File: config.mk
export PLATFORM = sky130hd
export DESIGN_NAME = tw16_mul
export DESIGN_NICKNAME = d
export VERILOG_FILES = /design/src/rtl/tw16_mul_pkg.sv /design/src/rtl/tw16_mul_cmul_rs.sv /design/src/rtl/tw16_mul.sv
export SDC_FILE = /design/constraint.sdc
export NUM_CORES = 2
export LEC_CHECK = 0
export BUFFER_PORTS_ARGS = -buffer_cell sky130_fd_sc_hd__buf_4
export CAP_MARGIN = 20
export CORE_MARGIN = 8
export CORE_UTILIZATION = 50
export CTS_CLUSTER_DIAMETER = 80
export DETAILED_ROUTE_END_ITERATION = 8
export MAX_ROUTING_LAYER = met4
export PLACE_DENSITY = 0.65
export SLEW_MARGIN = 20
export SYNTH_ARGS = -nofsm -noshare
export SYNTH_HDL_FRONTEND = slang
export SYNTH_SLANG_ARGS = --single-unit
File: constraint.sdc
create_clock -name clk -period 6.35 [get_ports clk]
set_input_delay 0.635 -clock clk [delete_from_list [all_inputs] [get_ports clk]]
set_output_delay 0.635 -clock clk [all_outputs]
set_load 0.005 [all_outputs]
File: src/rtl/tw16_mul_pkg.sv
// Shared constants for the radix-2 16-point twiddle multiplier: default widths,
// W16 coefficient table (1.0 == 1024) and rounding parameters.
package tw16_mul_pkg;

    localparam int DEF_WIDTH    = 13;
    localparam int DEF_TW_WIDTH = 12;
    localparam int RND_CONST    = 512;
    localparam int RND_SHIFT    = 10;

    // W16^j = cos - i*sin, j = 0..7; C is the real part, D the imaginary part
    localparam logic signed [DEF_TW_WIDTH-1:0] W16_C [8] = '{
        12'sd1024, 12'sd946, 12'sd724, 12'sd392,
        12'sd0, -12'sd392, -12'sd724, -12'sd946
    };
    localparam logic signed [DEF_TW_WIDTH-1:0] W16_D [8] = '{
        12'sd0, -12'sd392, -12'sd724, -12'sd946,
        -12'sd1024, -12'sd946, -12'sd724, -12'sd392
    };

    // First half of a block is untwiddled; second half uses W16^(idx-8).
    function automatic logic [2:0] tw_index(input logic [3:0] idx);
        return idx[3] ? idx[2:0] : 3'd0;
    endfunction

endpackage

File: src/rtl/tw16_mul_cmul_rs.sv
// Combinational add/subtract of two full-precision products, round-half-up by
// RND_CONST, arithmetic shift by RND_SHIFT and saturation to OW signed bits.
module cmul_rs
    import tw16_mul_pkg::*;
#(
    parameter int PW  = 26,
    parameter int OW  = 14,
    parameter bit SUB = 1'b0
) (
    input  logic signed [PW-1:0] p_a_i,
    input  logic signed [PW-1:0] p_b_i,
    output logic signed [OW-1:0] y_o
);

    // Two guard bits: one for the sum, one for the rounding add.
    localparam int SW = PW + 2;
    localparam logic signed [SW-1:0] SAT_MAX = SW'((2 ** (OW - 1)) - 1);
    localparam logic signed [SW-1:0] SAT_MIN = SW'(-(2 ** (OW - 1)));

    logic signed [SW-1:0] sum;
    logic signed [SW-1:0] rnd;
    logic signed [SW-1:0] shifted;

    always_comb begin
        sum     = SUB ? (SW'(p_a_i) - SW'(p_b_i)) : (SW'(p_a_i) + SW'(p_b_i));
        rnd     = sum + SW'(RND_CONST);
        shifted = rnd >>> RND_SHIFT;
        if (shifted > SAT_MAX) begin
            y_o = SAT_MAX[OW-1:0];
        end else if (shifted < SAT_MIN) begin
            y_o = SAT_MIN[OW-1:0];
        end else begin
            y_o = shifted[OW-1:0];
        end
    end

endmodule

File: src/rtl/tw16_mul.sv
// Twiddle multiplier following the span-8 butterfly: 3-stage pipeline that
// multiplies each sample by W16^j selected from its position in a 16-sample block.
module tw16_mul
    import tw16_mul_pkg::*;
#(
    parameter int WIDTH    = DEF_WIDTH,
    parameter int TW_WIDTH = DEF_TW_WIDTH
) (
    input  logic                    clk,
    input  logic                    rst,
    input  logic                    in_valid,
    input  logic                    in_sof,
    input  logic signed [WIDTH:0]   data_in_re,
    input  logic signed [WIDTH:0]   data_in_im,
    output logic                    out_valid,
    output logic                    out_sof,
    output logic signed [WIDTH:0]   data_out_re,
    output logic signed [WIDTH:0]   data_out_im
);

    localparam int DW = WIDTH + 1;
    localparam int PW = DW + TW_WIDTH;

    logic [3:0] cnt_q, cnt_d;
    logic [3:0] idx;
    logic [2:0] tw_j;

    logic [2:0] vld_q;
    logic [2:0] sof_q;

    logic signed [DW-1:0]       a1_q, b1_q;
    logic signed [TW_WIDTH-1:0] c1_q, d1_q, c1_d, d1_d;

    logic signed [PW-1:0] ac_d, bd_d, ad_d, bc_d;
    logic signed [PW-1:0] ac_q, bd_q, ad_q, bc_q;

    logic signed [DW-1:0] re_d, im_d;
    logic signed [DW-1:0] re_q, im_q;

    // sof forces index 0 so a mid-block sof resynchronises the count.
    always_comb begin
        idx   = in_sof ? 4'd0 : cnt_q;
        cnt_d = in_valid ? (idx + 4'd1) : cnt_q;
        tw_j  = tw_index(idx);
        c1_d  = TW_WIDTH'(W16_C[tw_j]);
        d1_d  = TW_WIDTH'(W16_D[tw_j]);
    end

    always_comb begin
        ac_d = PW'(a1_q) * PW'(c1_q);
        bd_d = PW'(b1_q) * PW'(d1_q);
        ad_d = PW'(a1_q) * PW'(d1_q);
        bc_d = PW'(b1_q) * PW'(c1_q);
    end

    cmul_rs #(.PW(PW), .OW(DW), .SUB(1'b1)) u_rs_re (
        .p_a_i (ac_q),
        .p_b_i (bd_q),
        .y_o   (re_d)
    );

    cmul_rs #(.PW(PW), .OW(DW), .SUB(1'b0)) u_rs_im (
        .p_a_i (ad_q),
        .p_b_i (bc_q),
        .y_o   (im_d)
    );

    always_ff @(posedge clk or posedge rst) begin
        if (rst) begin
            cnt_q <= '0;
            vld_q <= '0;
            sof_q <= '0;
            a1_q  <= '0;
            b1_q  <= '0;
            c1_q  <= '0;
            d1_q  <= '0;
            ac_q  <= '0;
            bd_q  <= '0;
            ad_q  <= '0;
            bc_q  <= '0;
            re_q  <= '0;
            im_q  <= '0;
        end else begin
            cnt_q <= cnt_d;
            vld_q <= {vld_q[1:0], in_valid};
            sof_q <= {sof_q[1:0], in_valid & in_sof};
            if (in_valid) begin
                a1_q <= data_in_re;
                b1_q <= data_in_im;
                c1_q <= c1_d;
                d1_q <= d1_d;
            end
            if (vld_q[0]) begin
                ac_q <= ac_d;
                bd_q <= bd_d;
                ad_q <= ad_d;
                bc_q <= bc_d;
            end
            // Output registers only load on a valid result, holding otherwise.
            if (vld_q[1]) begin
                re_q <= re_d;
                im_q <= im_d;
            end
        end
    end

    assign out_valid   = vld_q[2];
    assign out_sof     = sof_q[2];
    assign data_out_re = re_q;
    assign data_out_im = im_q;

endmodule

==> results <==
- The commonest cells after synthesis are 794 x inv_1, 544 x fa_1, 398 x ha_1, 332 x and2_1, 206 x nand2_1.
- The routed wirelength normalized by instance count is ~18 um.
- The worst clock skew on the final layout is 0.02017 ns.
- The number of top-level pins is a little over 60.
- The largest delay contributor family on the critical path is adder cells.
- Yosys printed 0 warnings.
- The detailed-route vias per instance is between 5 and 6.
- The wire length reported by the detailed router is between 70000 and 80000 um.
- The critical path goes through buf_4 -> and2_1 -> fa_1 -> inv_1 -> fa_1 -> fa_1 -> inv_1 -> fa_1 -> fa_1 -> ha_1 -> o21a_1 -> o21ai_2 -> o31ai_2 -> o31a_1 -> a211o_1 -> o31a_1 -> or4_4 -> a31oi_4 -> xnor2_1 -> mux2_2.
- The H-tree depth reported by CTS is 4.
- The flow ran to the end, and the final reports show no timing, DRC or antenna violations.
- At the pin with the least slew margin, the transition time is around 0.85 ns.
- The congestion estimate from routability-driven global placement came to 0.9143.
- The growth of design area from synthesis to finish is 8.550%.
- The count of buffers from port buffering is 61.
- The core area is between 60000 and 70000 um^2.
- The quantity of hold-fixing buffers added after cts is 0.
- Fill cells in the final layout number a little under 6000.
- The critical register-to-register path startpoint is c1_q[3].
- Along the worst path, the maximum fanout reaches 7.
- In this run, placement finished with an instance count of 4359.
- The initial antenna violation count came to 5.
- The via count of the first global-routing pass came to 23530.
- The number of nets handed over by synthesis was 4432.
- Measured along the x axis, the die boundary spans around 270 um.
- By area the synthesized netlist is led by fa_1 33%, ha_1 15%, dfrtp_1 14%.
- The critical path required time is approximately 6.8 ns.
- At the end of the flow, the number of nets in the layout was 4508.
- The classification of the worst-slack hold path is in2async.
- Of all cell types, the one taking the most synthesized area is fa_1.
- For this run, the slowest stage of the critical path takes approximately 0.54 ns.
- Hold is met by approximately 0.23 ns.
- The iteration-0 DRC count of the detailed router is about 1400.
- Across the whole layout, storage elements account for 4598 um^2.
- The cell at the slowest stage of the critical path is fa_1.
- Clock-pin slew was measured on the worst setup and hold paths at around 0.070 ns.
- The floorplan die area is roughly 74000 um^2.
- The top achievable clock speed is around 160 MHz.
- Of the cells placed in the final design, the portion with a size suffix greater than 1 is about a tenth.
- Synthesis handed over a netlist of 3458 instances.
- STA classifies the critical path endpoint as a flop.
- The mean post-synth cell area is about 9.4 um^2.
- The share of the clock period used by the worst path after layout is between 90% and 100%.
- Setup violations remaining at the end of the flow were counted as 0.
- The tool flagged a number of max-cap violations equal to 0.
- The first-pass iteration count of the detailed router is 5.
- Once detailed placement completed, the half-perimeter wirelength came to 67020 um.
- Measured along the y axis, the die boundary spans 271.3 um.
- The synthesized design contains ~180 register bits.
- At the worst endpoint, the arrival time is approximately 6.6 ns.
- TritonCTS built the clock tree.
- The total vias in the final route is between 20000 and 25000.
- The site row count is 93.
- The later pin in the worst-skew pair is clocked with a latency of about 0.52 ns.
- The count of different cell masters after synthesis is 65.
- Among all cell types in the netlist, the one instantiated most often is inv_1.
- The critical path startpoint category is a flop.
- The worst path needs 6.196 ns of the cycle, external delays included.
- In this run the cell area measured after placement is around 35000 um^2.
- The count of cells in the finished layout, fillers not included, comes to between 4000 and 5000.
- The starting density of the core is between 50% and 60%.
- The tree built by TritonCTS fans out to 183 sinks.
- The wire length of the first global-routing pass is around 130000 um.
- Once detail routing completed, the nets flagged for antenna violations numbered 0.
- The headroom to the max-slew limit is 43.06%.
- Setup repair after global routing could not meet its margin everywhere.
- The maximum buffer depth of the clock tree is 2.
- Global routing used 23.06% of the available tracks.
- The most instantiated flip-flop cell in the synthesis netlist is dfrtp_1.
- The total standard cell area after synthesis is approximately 33000 um^2.
- Sequential cells were found to cover approximately 14% of the synthesized design area.
- The number of buffers and inverters on the critical path is 3.
- The area of the multi-input gates is around 25000 um^2.
- The number of enable-type register cells in the synthesized netlist is 0.
- The number of remaining DRC errors is 0.
- The final-report hold violation count is 0.
- Summing all non-filler instances in the final layout gives an area of roughly 35000 um^2.
- Counting flops with an async set or reset pin after synthesis yields a share of 100.0%.
- The most critical setup path has its startpoint at c1_q[3].
- Entering global routing, the biggest net connects 99 pins.
- The critical path class is reg2reg.
- The root buffer cell chosen for the clock tree is clkbuf_16.
- The top-area cell type share of the netlist area is approximately 33%.
- The minimum setup slack among reg-to-reg paths is 0.15 ns.
- The dominant cell type by count on the critical path is fa_1.
- The clock buffer count from CTS is 17.
- The final number of max-transition violations is 0.
- The remaining global-route overflow is 0.
## logic make-up (layout without fill, tap and decap cells)
logic type,after synthesis,in the layout,synth area share (%)
fa+ha+maj,942,942,48.70
buf+inv,919,1008,10.59
simple gates,847,847,13.49
compound gates,362,362,7.030
flops,183,183,14.05
xor+xnor,118,118,3.171
mux,87,87,2.968
other cells,0,3,0
## cell usage in the layout, fill, tap and decap left out, drive strengths merged, types with 28 or more instances in the layout
cell / netlist / final
nand2: 206 / 206
dfrtp: 183 / 183
a21oi: 109 / 109
ha: 398 / 398
nor3: 28 / 28
inv: 794 / 797
o21ai: 80 / 80
and2: 332 / 332
xor2: 30 / 30
nand3: 32 / 32
fa: 544 / 544
nor2: 141 / 141
xnor2: 88 / 88
mux2: 77 / 77
buf: 9 / 181
a21o: 39 / 39
nand2b: 28 / 28
## flip-flops by register name (all words and copies together), names as in the netlist
name,cells
b1_q,14
sof_q,3
c1_q,10
vld_q,3
d1_q,7
cnt_q,4
ad_q,25
bd_q,25
data_out_im,14
bc_q,25
a1_q,14
data_out_re,14
ac_q,25
## layer usage
layer / track usage, % / routed length (um) / share of wire, % / up-vias
met5: - / 0 / 0 / -
met3: 4.633 / 4868 / 6.1 / 87
li1: - / - / - / 10810
met2: 34.41 / 36410 / 46 / 552
met4: 6.811 / 1911 / 2.4 / 0
met1: 31.78 / 36690 / 46 / 11480
## timing repair
action	in CTS	in global routing
endpoints found under the setup margin	0	9
gates resized for setup	0	43
buffers inserted	0	11
## metrics by stage
stage | TNS, ns | setup WS [ns] | utilization [%]
after CTS | 0 | 0.01126 | 54.51
after global routing | -0.06580 | -0.05163 | 54.87
final | 0 | 0.1539 | 54.88
after detailed placement | 0 | 0.04371 | 53.56
after floorplan | 0 | 0.1783 | -
after global placement | 0 | 0.1444 | 53.56
## final cells by class
class                   count  area share [%]
diodes                      3         0.02122
flip-flops and latches    183           13.00
inverters                 795           8.457
clock inverters            10          0.4067
well taps                 855           3.024
multi-input cells        2356           69.79
repair buffers            181           3.993
clock buffers              22           1.312
## worst paths after layout
kind                       endpoint  depth (start not counted)
setup / recovery           bc_q[24]                         20
hold / removal              ac_q[2]                          2
setup reg to reg           bc_q[24]                         20
hold reg to reg            sof_q[1]                          0
max in group asynchronous   a1_q[0]                          3
min in group clk           b1_q[13]                          2
Power is left out: the tool's default activity adds up to more than one toggle a clock period on the data nets, which glitch-free logic cannot reach.
